## src/rtl/hazard3_eth_rxq_ctrl_pkg.sv

```systemverilog
// rtl/hazard3_eth_rxq_ctrl_pkg.sv - shared types and constants for the Ethernet RX queue
package hazard3_eth_rxq_ctrl_pkg;

    localparam int ETH_MTU = 1536;

    typedef enum logic [1:0] {
        IDLE    = 2'd0,
        RECV    = 2'd1,
        DISCARD = 2'd2
    } rxq_state_t;

    function automatic int slot_base(input int slot, input int mtu);
        return slot * mtu;
    endfunction

endpackage

```

## src/rtl/hazard3_eth_rxq_desc.sv

```systemverilog
// rtl/hazard3_eth_rxq_desc.sv - length FIFO of committed frames with simultaneous push/pop
module hazard3_eth_rxq_desc #(
    parameter int N_SLOTS = 4,
    parameter int LW      = 16,
    localparam int SW     = $clog2(N_SLOTS)
) (
    input  logic          clk,
    input  logic          rst_n,
    input  logic          push,
    input  logic [LW-1:0] push_len,
    input  logic          pop,
    output logic [SW-1:0] wr_ptr,
    output logic [SW-1:0] rd_ptr,
    output logic [SW:0]   count,
    output logic [LW-1:0] head_len
);

    logic [LW-1:0] len_q [N_SLOTS];
    logic          pop_ok;

    // Pops on an empty queue are ignored; the controller never pushes when full.
    assign pop_ok   = pop && (count != '0);
    assign head_len = len_q[rd_ptr];

    always_ff @(posedge clk or negedge rst_n) begin
        if (!rst_n) begin
            wr_ptr <= '0;
            rd_ptr <= '0;
            count  <= '0;
            for (int i = 0; i < N_SLOTS; i++) len_q[i] <= '0;
        end else begin
            if (push) begin
                len_q[wr_ptr] <= push_len;
                wr_ptr        <= wr_ptr + SW'(1);
            end
            if (pop_ok) rd_ptr <= rd_ptr + SW'(1);
            case ({push, pop_ok})
                2'b10:   count <= count + (SW+1)'(1);
                2'b01:   count <= count - (SW+1)'(1);
                default: count <= count;
            endcase
        end
    end

endmodule

```

## src/rtl/hazard3_eth_rxq_ctrl.sv

```systemverilog
// rtl/hazard3_eth_rxq_ctrl.sv - MAC RX byte stream into slotted frame buffer with descriptor queue
module hazard3_eth_rxq_ctrl
    import hazard3_eth_rxq_ctrl_pkg::*;
#(
    parameter int MTU     = ETH_MTU,
    parameter int N_SLOTS = 4,
    parameter int AW      = 13,
    parameter int LW      = 16,
    localparam int SW     = $clog2(N_SLOTS)
) (
    input  logic          clk,
    input  logic          rst_n,
    input  logic          rx_valid,
    input  logic [7:0]    rx_data,
    input  logic          rx_last,
    input  logic          rx_err,
    output logic          buf_we,
    output logic [AW-1:0] buf_waddr,
    output logic [7:0]    buf_wdata,
    input  logic          host_pop,
    output logic          frame_avail,
    output logic [SW-1:0] frame_slot,
    output logic [AW-1:0] frame_base,
    output logic [LW-1:0] frame_len,
    output logic [SW:0]   q_count,
    output logic [15:0]   drop_cnt,
    output logic          drop_pulse
);

    rxq_state_t    state, nxt_state;
    logic [LW-1:0] wcnt;
    logic [LW-1:0] wr_off;
    logic [LW-1:0] push_len;
    logic [SW-1:0] wr_ptr;
    logic          wr_en, push, drop, full;

    hazard3_eth_rxq_desc #(.N_SLOTS(N_SLOTS), .LW(LW)) u_desc (
        .clk      (clk),
        .rst_n    (rst_n),
        .push     (push),
        .push_len (push_len),
        .pop      (host_pop),
        .wr_ptr   (wr_ptr),
        .rd_ptr   (frame_slot),
        .count    (q_count),
        .head_len (frame_len)
    );

    assign full        = (q_count == (SW+1)'(N_SLOTS));
    assign frame_avail = (q_count != '0);
    assign frame_base  = AW'(slot_base(int'(frame_slot), MTU));

    always_comb begin
        nxt_state = state;
        wr_en     = 1'b0;
        wr_off    = wcnt;
        push      = 1'b0;
        drop      = 1'b0;
        push_len  = '0;
        case (state)
            IDLE: if (rx_valid) begin
                if (full) begin
                    drop      = rx_last;
                    nxt_state = rx_last ? IDLE : DISCARD;
                end else begin
                    wr_en  = 1'b1;
                    wr_off = '0;
                    if (rx_last) begin
                        drop     = rx_err;
                        push     = !rx_err;
                        push_len = LW'(1);
                    end else begin
                        nxt_state = RECV;
                    end
                end
            end
            RECV: if (rx_valid) begin
                if (wcnt < LW'(MTU)) begin
                    wr_en = 1'b1;
                    if (rx_last) begin
                        drop      = rx_err;
                        push      = !rx_err;
                        push_len  = wcnt + LW'(1);
                        nxt_state = IDLE;
                    end
                end else begin
                    // Byte MTU+1: the frame is oversized and can never commit.
                    drop      = rx_last;
                    nxt_state = rx_last ? IDLE : DISCARD;
                end
            end
            DISCARD: if (rx_valid && rx_last) begin
                drop      = 1'b1;
                nxt_state = IDLE;
            end
            default: nxt_state = IDLE;
        endcase
    end

    always_ff @(posedge clk or negedge rst_n) begin
        if (!rst_n) begin
            state      <= IDLE;
            wcnt       <= '0;
            buf_we     <= 1'b0;
            buf_waddr  <= '0;
            buf_wdata  <= '0;
            drop_cnt   <= '0;
            drop_pulse <= 1'b0;
        end else begin
            state      <= nxt_state;
            buf_we     <= wr_en;
            drop_pulse <= drop;
            if (wr_en) begin
                wcnt      <= wr_off + LW'(1);
                buf_waddr <= AW'(slot_base(int'(wr_ptr), MTU) + int'(wr_off));
                buf_wdata <= rx_data;
            end
            if (drop && drop_cnt != 16'hFFFF) drop_cnt <= drop_cnt + 16'd1;
        end
    end

endmodule

```

## config.mk

```make
export PLATFORM = sky130hd
export DESIGN_NAME = hazard3_eth_rxq_ctrl
export DESIGN_NICKNAME = d
export VERILOG_FILES = /design/src/rtl/hazard3_eth_rxq_ctrl_pkg.sv /design/src/rtl/hazard3_eth_rxq_desc.sv /design/src/rtl/hazard3_eth_rxq_ctrl.sv
export SDC_FILE = /design/constraint.sdc
export NUM_CORES = 1
export LEC_CHECK = 0
export BUFFER_PORTS_ARGS = -buffer_cell sky130_fd_sc_hd__buf_4
export CORE_ASPECT_RATIO = 0.5
export CORE_MARGIN = 4
export CORE_UTILIZATION = 50
export CTS_BUF_LIST = sky130_fd_sc_hd__clkbuf_4
export DETAILED_ROUTE_END_ITERATION = 16
export PLACE_DENSITY = 0.76
export SLEW_MARGIN = 20
export SYNTH_ARGS = -nofsm -noshare
export SYNTH_HDL_FRONTEND = slang
export SYNTH_SLANG_ARGS = --single-unit
```

## constraint.sdc

```tcl
create_clock -name clk -period 2.9 [get_ports clk]
set_clock_uncertainty 0.15 [all_clocks]
set_input_delay 0.29 -clock clk [delete_from_list [all_inputs] [get_ports clk]]
set_output_delay 0.29 -clock clk [all_outputs]
set_load 0.05 [all_outputs]
```

Word-level counts from Yosys, hierarchy flattened

Cells that the tools add are included.

Bits in read-only memories: 0
Input port bits: 14
Bits in latches: 0
Register bits after elaboration: 128
Bits in writable memories: 0
Output and inout port bits: 74
Memories kept: 0

Bitwise operators: 2
Mux-type cells: 44
Reduce and logical (&&, ||, !) cells: 9
$lt $le $gt $ge: 4
Multipliers: 2
Divide/modulo/power cells: 0
Equality and inequality tests: 11
Shift-type cells: 0
Add/sub/neg operators: 8

Operator list:

| operator                                                     | number |
|---|---|
| two-way mux 16 bit                                           | 9 |
| bitwise mux 64 bit                                           | 1 |
| adder 16 x 1 -> 16 bit, second input constant                | 3 |
| binary-select mux 16 bit (select 2 bit)                      | 1 |
| demux 16 bit (select 2 bit)                                  | 1 |
| one-hot mux 16 bit (2 select lines)                          | 1 |
| two-way mux 1 bit                                            | 18 |
| less-than comparator 16 x 11 -> 1 bit, second input constant | 1 |
| two-way mux 2 bit                                            | 8 |
| != test 16 bit, second input constant                        | 1 |
| adder 13 bit                                                 | 1 |
| multiplier 2 x 2 -> 4 bit, second input constant             | 2 |
| greater-or-equal comparator 3 bit, second input constant     | 2 |
| != test 2 bit, second input constant                         | 3 |
| != test 3 bit, second input constant                         | 2 |
| inverter 2 -> 3 bit                                          | 2 |
| one-hot mux 2 bit (3 select lines)                           | 1 |
| one-hot mux 3 bit (2 select lines)                           | 1 |
| AND reduction 5 bit                                          | 1 |
| adder 2 x 1 -> 2 bit, second input constant                  | 2 |
| equality test 2 x 1 -> 1 bit, second input constant          | 2 |
| equality test 2 bit, second input constant                   | 2 |
| logical AND 1 bit                                            | 4 |
| one-hot mux 1 bit (2 select lines)                           | 2 |
| 9 further kinds                                              | 9 |

Longest topological paths before layout

Gate-level depths: netlist (run 1).

Word-level depth: 7
Gate-level depth with buffers: 12
Depth with buffers taken out: 10

Cells and area by module

A second synthesis (run 1) with hierarchy kept.

Cells, all modules: 505
Area, all modules: 6447.4 um2

Modules (own cells, without submodules):

| module               | area an instance (um2) | cells each | seq. area each (um2) | times used |
|---|---|---|---|---|
| hazard3_eth_rxq_desc | 3369.5                 | 188        | 1776.7               | 1 |
| hazard3_eth_rxq_ctrl | 3078.0                 | 317        | 1426.4               | 1 |

Worst setup path after synthesis (run 1)

Ideal clock, no wire load.

Kind: register -> register
Start: reg u_desc.count[2]
End: reg buf_waddr[12]
Arrival time: 2.644 ns
Required time: 2.615 ns
Stages on the path, launching flop included: 13
Slack: -0.029 ns
Library setup time: 0.135 ns
Path through: dfrtp_1 -> nor3b_2 -> or3_1 -> clkbuf_1 -> clkbuf_1 -> nand2_1 -> inv_1 -> ha_1 -> a21o_1 -> a21oi_1 -> xnor2_1 -> xnor2_1 -> o21ai_0

Longest elaborated chain between the ends: 5
Elaborated cells on any way between the ends: 8

Ends and longest elaborated chain:

| what                   | RTL line                    | RTL |
|---|---|---|
| from (decl)            | hazard3_eth_rxq_desc.sv:14  | `output logic [SW:0] count,` |
| from (signal assigned) | hazard3_eth_rxq_desc.sv:38  | `2'b10: count <= count + (SW+1)'(1);` |
| from (signal assigned) | hazard3_eth_rxq_desc.sv:39  | `2'b01: count <= count - (SW+1)'(1);` |
| from (signal assigned) | hazard3_eth_rxq_desc.sv:40  | `default: count <= count;` |
| equality test 3 bit *  | hazard3_eth_rxq_ctrl.sv:49  | `assign full = (q_count == (SW+1)'(N_SLOTS));` |
| two-way mux 16 bit     | hazard3_eth_rxq_ctrl.sv:62  | `if (full) begin` |
| two-way mux 16 bit     | hazard3_eth_rxq_ctrl.sv:61  | `IDLE: if (rx_valid) begin` |
| two-way mux 16 bit     | hazard3_eth_rxq_ctrl.sv:60  | `case (state)` |
| adder 13 bit           | hazard3_eth_rxq_ctrl.sv:115 | `buf_waddr <= AW'(slot_base(int'(wr_ptr), MTU) + int'(wr_off));` |
| to (signal assigned)   | hazard3_eth_rxq_ctrl.sv:115 |  |
| to (decl)              | hazard3_eth_rxq_ctrl.sv:18  | `output logic [AW-1:0] buf_waddr,` |

Every way passes the cells marked *; elsewhere a longest branch is shown, timed or not.
A chain may end at the register's enable or synchronous reset.

Final worst setup path (run 1)

Start: reg state[1]
End: reg buf_waddr[12]

Longest elaborated chain between the ends: 3
Elaborated cells on any way between the ends: 5

Ends and longest elaborated chain:

| what                   | RTL line                    | RTL |
|---|---|---|
| from (decl)            | hazard3_eth_rxq_ctrl.sv:30  | `rxq_state_t state, nxt_state;` |
| from (signal assigned) | hazard3_eth_rxq_ctrl.sv:110 | `state <= nxt_state;` |
| zero test 2 bit        | hazard3_eth_rxq_ctrl.sv:60  |  |
| two-way mux 16 bit     | hazard3_eth_rxq_ctrl.sv:60  |  |
| adder 13 bit           | hazard3_eth_rxq_ctrl.sv:115 |  |

Several ways; a longest one is shown, not always the timed one.

==> flow_metrics.tcl, run 1 <==
set metrics [dict create \
    syn_to_final_growth_pct 20.3 \
    cts_tree "yes" \
    vias_per_cell 5.18 \
    whs_endpoint "u_desc.wr_ptr[0]" \
    finalSetupViolCount 0 \
    post-dp-hpwl_um 8740 \
    seq_area_frac_synth_pct 53.2 \
    ir_drop_mv 0.622 \
    setup_slack_ns 0.242 \
    die_w_um 163 \
    grt_pass1_vias 4249 \
    gp_congestion 0.837 \
    synth_area_leaders "dfrtp_1 53%, nand2_1 6.2%, mux4_2 6.0%" \
    htreeDepth 4 \
    cpMaxStageDelayCell "dfrtp_1" \
    min_period_over_period_pct 91.6 \
    wl_per_cell_um 15.3 \
    cp_top_family "simple AND/OR/NAND/NOR gates" \
    core_area_um2 11400 \
    rr_worst_depth 10 \
    hp-start "rx_err" \
    netlist_area_um2 6020 \
    finalHoldViolations 0 \
    cts.sinks 128 \
    cts_setup_buffers 0 \
    routed_wl_um 12500 \
    cp_cell_sequence "nand2b_1 > or3_1 > nand2_1 > inv_1 > ha_1 > a21o_1 > a21oi_1 > xnor2_1 > xnor2_1 > o21ai_0" \
    ys_ff_latch 128 \
    clkTransAtPathRegs_ns 0.12 \
    synthArstFlopShare_pct 100 \
    cp_num_buf_inv 1 \
    synth.top_cell.area_share_pct 53.2 \
    max_freq_mhz 376 \
    layout_commonest_cell "dfrtp_1" \
    setup_tns_ns 0 \
    crit_path_frequent_cell "xnor2_1" \
    drv_slew 0 \
    end_kind "flop" \
    dr.first_iter.drc_count 227 \
    rows 27 \
    required_ns 3.15 \
    drive_gt1_share_pct 27.0 \
    die_height_um 85.6 \
    ys_types 45 \
    yosysWarningCount 0 \
    post_synth.cell_area_avg_um2 11.1 \
    hold_path_class "in2reg" \
    finalPower_mw 6.46 \
    stdcell_area_um2 7240 \
    placed_area_um2 6790 \
    final_nets 674 \
    status "completed" \
    drtPass1Iterations 4 \
    pre_cts_ws_ns 0.272 \
    num_antenna_cells 0 \
    maxSlewHeadroom_pct 51.1 \
    maxCapViolCount 0 \
    clk_latency_ns 0.53 \
    critPathMaxStageDelay_ns 0.49 \
    grt_overflow 0 \
    drc 0 \
    grt_pass1_wl_um 21200 \
    stdcell_count 815 \
    ant_nets 0 \
    cts_resized 0 \
    powerDensity_nw_per_um2 892 \
    ys.flop_type "dfrtp_1" \
    leakage_nw 3.53 \
    worstSetupStartpointType "flop" \
    r2r_slack_ns 0.24 \
    synth_top_area_cell "dfrtp_1" \
    hold_buffers 13 \
    crit-reg2reg-launch "state[1]" \
    crit_path_max_fanout 9 \
    whs_path_depth 5 \
    vias 4222 \
    cts_buffers 17 \
    syn_inst 543 \
    die_area_um2 14000 \
    tightestPinTransition_ns 0.731 \
    start_util_pct 53.0 \
    synth_enable_flop_cells 0 \
    dp_cells 770 \
    worstSetupPathType "reg2reg" \
    portBuffers 78 \
    fin_crit_ns 2.66 \
    final_cell_mix "127 x dfrtp_1, 99 x nand2_1, 95 x buf_4" \
    critPathArrivalTime_ns 2.91 \
    r2r-end "buf_waddr[12]" \
    clk_path_buf_depth 2 \
    antenna_found_initial 0 \
    rsz0062_at_grt "no" \
    grt.total_usage_pct 19.2 \
    worstSetupPathDepth 10 \
    grt_max_degree 53 \
    root_buffer "clkbuf_4" \
    ioPinCount 88 \
]
[worst reg2reg max path: stages (launching register included)]
cell and delay (ns):
dfrtp_1 0.49, nand2b_1 0.19, or3_1 0.45, nand2_1 0.17
inv_1 0.06, ha_1 0.26, a21o_1 0.18, a21oi_1 0.18
xnor2_1 0.15, xnor2_1 0.14, o21ai_0 0.11
[power by group]
| group | switching (mW) | internal, mW |
|---|---|---|
| Clock | 0.690 | 0.690 |
| Sequential | 0.292 | 2.07 |
| Combinational | 1.82 | 0.894 |
| Total | 2.80 | 3.66 |
[metal layers]
metal / global-route usage (%) / routed length (µm) / vias up / share of wire (%)
met2: 30.8 / 5890 / 89 / 47
met5: 0 / 0 / - / 0
met3: 5.18 / 582 / 15 / 4.7
met4: 4.79 / 131 / 0 / 1.0
li1: - / - / 2027 / -
met1: 26.4 / 5890 / 2091 / 47
[registers in the layout, indices dropped and copies added, names as in the netlist]
signal         count
u_desc.len_q      64
drop_cnt          16
wcnt              16
buf_waddr         13
buf_wdata          8
u_desc.count       3
state              2
u_desc.rd_ptr      2
u_desc.wr_ptr      2
buf_we             1
drop_pulse         1
[metrics by stage]
step	utilization (%)	hold WS, ns
after floorplan	-	-0.156
after global placement	59.8	0.218
after detailed placement	59.8	0.224
after CTS	63.8	0.111
after global routing	63.8	0.171
final	63.8	0.147
[synthesized netlist by cell type, types with 2 or more instances]
cell,count
a21oi_1,5
a41oi_1,2
and2_1,29
and3_1,3
buf_2,4
buf_4,10
buf_6,3
clkbuf_1,19
dfrtp_1,128
fa_1,2
ha_1,15
inv_1,18
mux2_2,21
mux2i_1,3
mux4_2,16
nand2_1,99
nand2b_1,2
nand3_1,15
nand4_1,5
nor2_1,22
nor2b_1,3
nor3_1,7
nor3b_2,2
nor4_1,3
nor4_2,5
nor4b_1,2
o211ai_1,6
o21ai_0,43
or2_2,2
or3_1,3
or4_1,3
xnor2_1,7
xor2_1,24
[worst max-delay path by stage]
stage                     from              end
2_1_floorplan  u_desc.count[0]    buf_waddr[12]
3_3_place_gp          state[1]    buf_waddr[12]
3_5_place_dp          state[1]    buf_waddr[12]
4_1_cts               state[1]    buf_waddr[12]
5_1_grt        u_desc.count[0]  u_desc.count[2]
6_report              state[1]    buf_waddr[12]
[logic make-up (layout without fill, tap and decap cells)]
group	after synthesis	in the layout	synth area share, %
and+or+nand+nor	209	209	17.4
AOI/OAI and AO/OA	63	63	6.15
DFF	128	128	53.2
other	1	9	0.0623
muxes	40	40	10.4
buffers and inverters	54	159	4.45
xor gates and xnor gates	31	31	4.51
adders and majority gates	17	17	3.78
[final cells by class]
cell class / count / area [µm²]
multi-input combinational: 369 / 2580
timing repair buffer: 109 / 863
clock buffer: 18 / 135
sequential: 128 / 3200
clock inverter: 14 / 191
fill: 941 / 4110
tap: 159 / 199
inverter: 18 / 67.6
(Power assumes the default switching activity.)
==> run 2, diff against run 1 <==
--- a/config.mk
+++ b/config.mk
@@ -12,6 +12,7 @@
 export CTS_BUF_LIST = sky130_fd_sc_hd__clkbuf_4
 export DETAILED_ROUTE_END_ITERATION = 16
 export PLACE_DENSITY = 0.76
+export REMOVE_ABC_BUFFERS = 1
 export SLEW_MARGIN = 20
 export SYNTH_ARGS = -nofsm -noshare
 export SYNTH_HDL_FRONTEND = slang
==> flow_metrics.tcl, run 2 (synthesized netlist as in run 1, its figures left out) <==
set metrics [dict create \
    clk_path_buf_depth 2 \
    crit-reg2reg-launch "u_desc.count[0]" \
    cts_setup_buffers 0 \
    ir_drop_mv 0.674 \
    leakage_nw 3.53 \
    start_util_pct 53.0 \
    placed_area_um2 6780 \
    drv_slew 0 \
    tightestPinTransition_ns 0.886 \
    antenna_found_initial 0 \
    maxCapViolCount 0 \
    syn_to_final_growth_pct 20.1 \
    finalHoldViolations 0 \
    largest_reg_flops 64 \
    setup_slack_ns 0.320 \
    pre_cts_ws_ns 0.206 \
    die_w_um 163 \
    grt_max_degree 52 \
    hp-start "rx_err" \
    critPathMaxStageDelay_ns 0.46 \
    rows 27 \
    status "completed" \
    vias 4255 \
    fin_crit_ns 2.58 \
    whs_path_depth 4 \
    gp_congestion 0.840 \
    clk_latency_ns 0.52 \
    required_ns 3.17 \
    layout_commonest_cell "dfrtp_1" \
    die_height_um 85.6 \
    finalSetupViolCount 0 \
    min_period_over_period_pct 89.0 \
    die_area_um2 14000 \
    grt_pass1_wl_um 21900 \
    hold_path_class "in2reg" \
    cts_buffers 17 \
    grt_overflow 0 \
    rsz0062_at_grt "no" \
    dr.first_iter.drc_count 210 \
    worstSetupStartpointType "flop" \
    grt.total_usage_pct 19.7 \
    top_regs "u_desc.len_q: 64 flops, drop_cnt: 16 flops, wcnt: 16 flops" \
    r2r_slack_ns 0.32 \
    vias_per_cell 5.23 \
    largest-register "u_desc.len_q" \
    worstSetupPathType "reg2reg" \
    final_nets 673 \
    wl_per_cell_um 15.7 \
    ant_nets 0 \
    critPathArrivalTime_ns 2.85 \
    core_area_um2 11400 \
    rr_worst_depth 7 \
    post-dp-hpwl_um 8710 \
    root_buffer "clkbuf_4" \
    end_kind "flop" \
    max_freq_mhz 388 \
    final_cell_mix "128 x dfrtp_1, 99 x nand2_1, 94 x buf_4" \
    cts_tree "yes" \
    crit_path_max_fanout 15 \
    drc 0 \
    routed_wl_um 12800 \
    portBuffers 78 \
    r2r-end "wcnt[9]" \
    ioPinCount 88 \
    clkTransAtPathRegs_ns 0.11 \
    grt_pass1_vias 4426 \
    stdcell_area_um2 7230 \
    num_antenna_cells 0 \
    drtPass1Iterations 6 \
    htreeDepth 4 \
    drive_gt1_share_pct 26.7 \
    maxSlewHeadroom_pct 40.7 \
    cts.sinks 128 \
    powerDensity_nw_per_um2 894 \
    cp_cell_sequence "nor3b_2 > nor2_1 > buf_4 > o21ai_2 > inv_1 > nand2_1 > mux2_2" \
    whs_endpoint "u_desc.wr_ptr[0]" \
    cpMaxStageDelayCell "o21ai_2" \
]
[run 2: metrics by stage]
| stage | TNS (ns) | hold slack (ns) | cells | total power, mW | utilization, % |
|---|---|---|---|---|---|
| final | 0 | 0.133 | 814 | 6.46 | 63.7 |
| after global routing | 0 | 0.160 | 814 | 6.81 | 63.7 |
| after CTS | 0 | 0.119 | 814 | 6.51 | 63.7 |
| after detailed placement | 0 | 0.200 | 769 | 5.11 | 59.7 |
| after global placement | 0 | 0.193 | 769 | 5.06 | 59.7 |
| after floorplan | -8.63 | -0.156 | 515 | 4.22 | - |
[run 2: report_power, final]
| part | total (mW) | leakage (nW) | switching [mW] | internal, mW |
|---|---|---|---|---|
| Combinational | 2.74 | 1.66 | 1.84 | 0.901 |
| Clock | 1.37 | 0.155 | 0.693 | 0.677 |
| Sequential | 2.35 | 1.71 | 0.281 | 2.07 |
| Total | 6.46 | 3.53 | 2.81 | 3.65 |
[run 2: how the worst max path moves through the flow]
stage,to,from,cells after the start
finish,wcnt[9],u_desc.count[0],7
global route,u_desc.count[2],u_desc.count[0],9
CTS,u_desc.count[2],u_desc.count[0],9
detailed placement,u_desc.count[2],u_desc.count[0],9
global placement,u_desc.count[2],u_desc.count[0],9
floorplan,wcnt[9],u_desc.count[2],6
[run 2: critical path, delay by kind of cell (launching register included)]
family	cells	cell delay, ns
and+or+nand+nor	3	0.57
DFF	1	0.45
AOI/OAI and AO/OA	1	0.46
muxes	1	0.34
buffers and inverters	2	0.50
[run 2: layer usage]
layer | vias up | GRT usage (%) | part of all wire (%)
met1 | 2078 | 27.1 | 47
li1 | 2033 | - | -
met3 | 25 | 4.37 | 5.0
met2 | 119 | 31.2 | 46
met4 | 0 | 7.08 | 1.9
met5 | - | 0 | 0
[run 2: area by class of cell]
type / count / area [µm²]
multi-input cells: 369 / 2580
inverters: 18 / 67.6
well taps: 159 / 199
clock buffers: 17 / 128
repair buffers: 108 / 856
flip-flops and latches: 128 / 3200
clock inverters: 15 / 193
fillers: 905 / 4120
[run 2: what timing repair did]
action,4_1_cts,5_1_grt
hold buffers,13,0
resized for setup,0,1
endpoints found under the hold margin,57,0
setup endpoints to repair,0,1
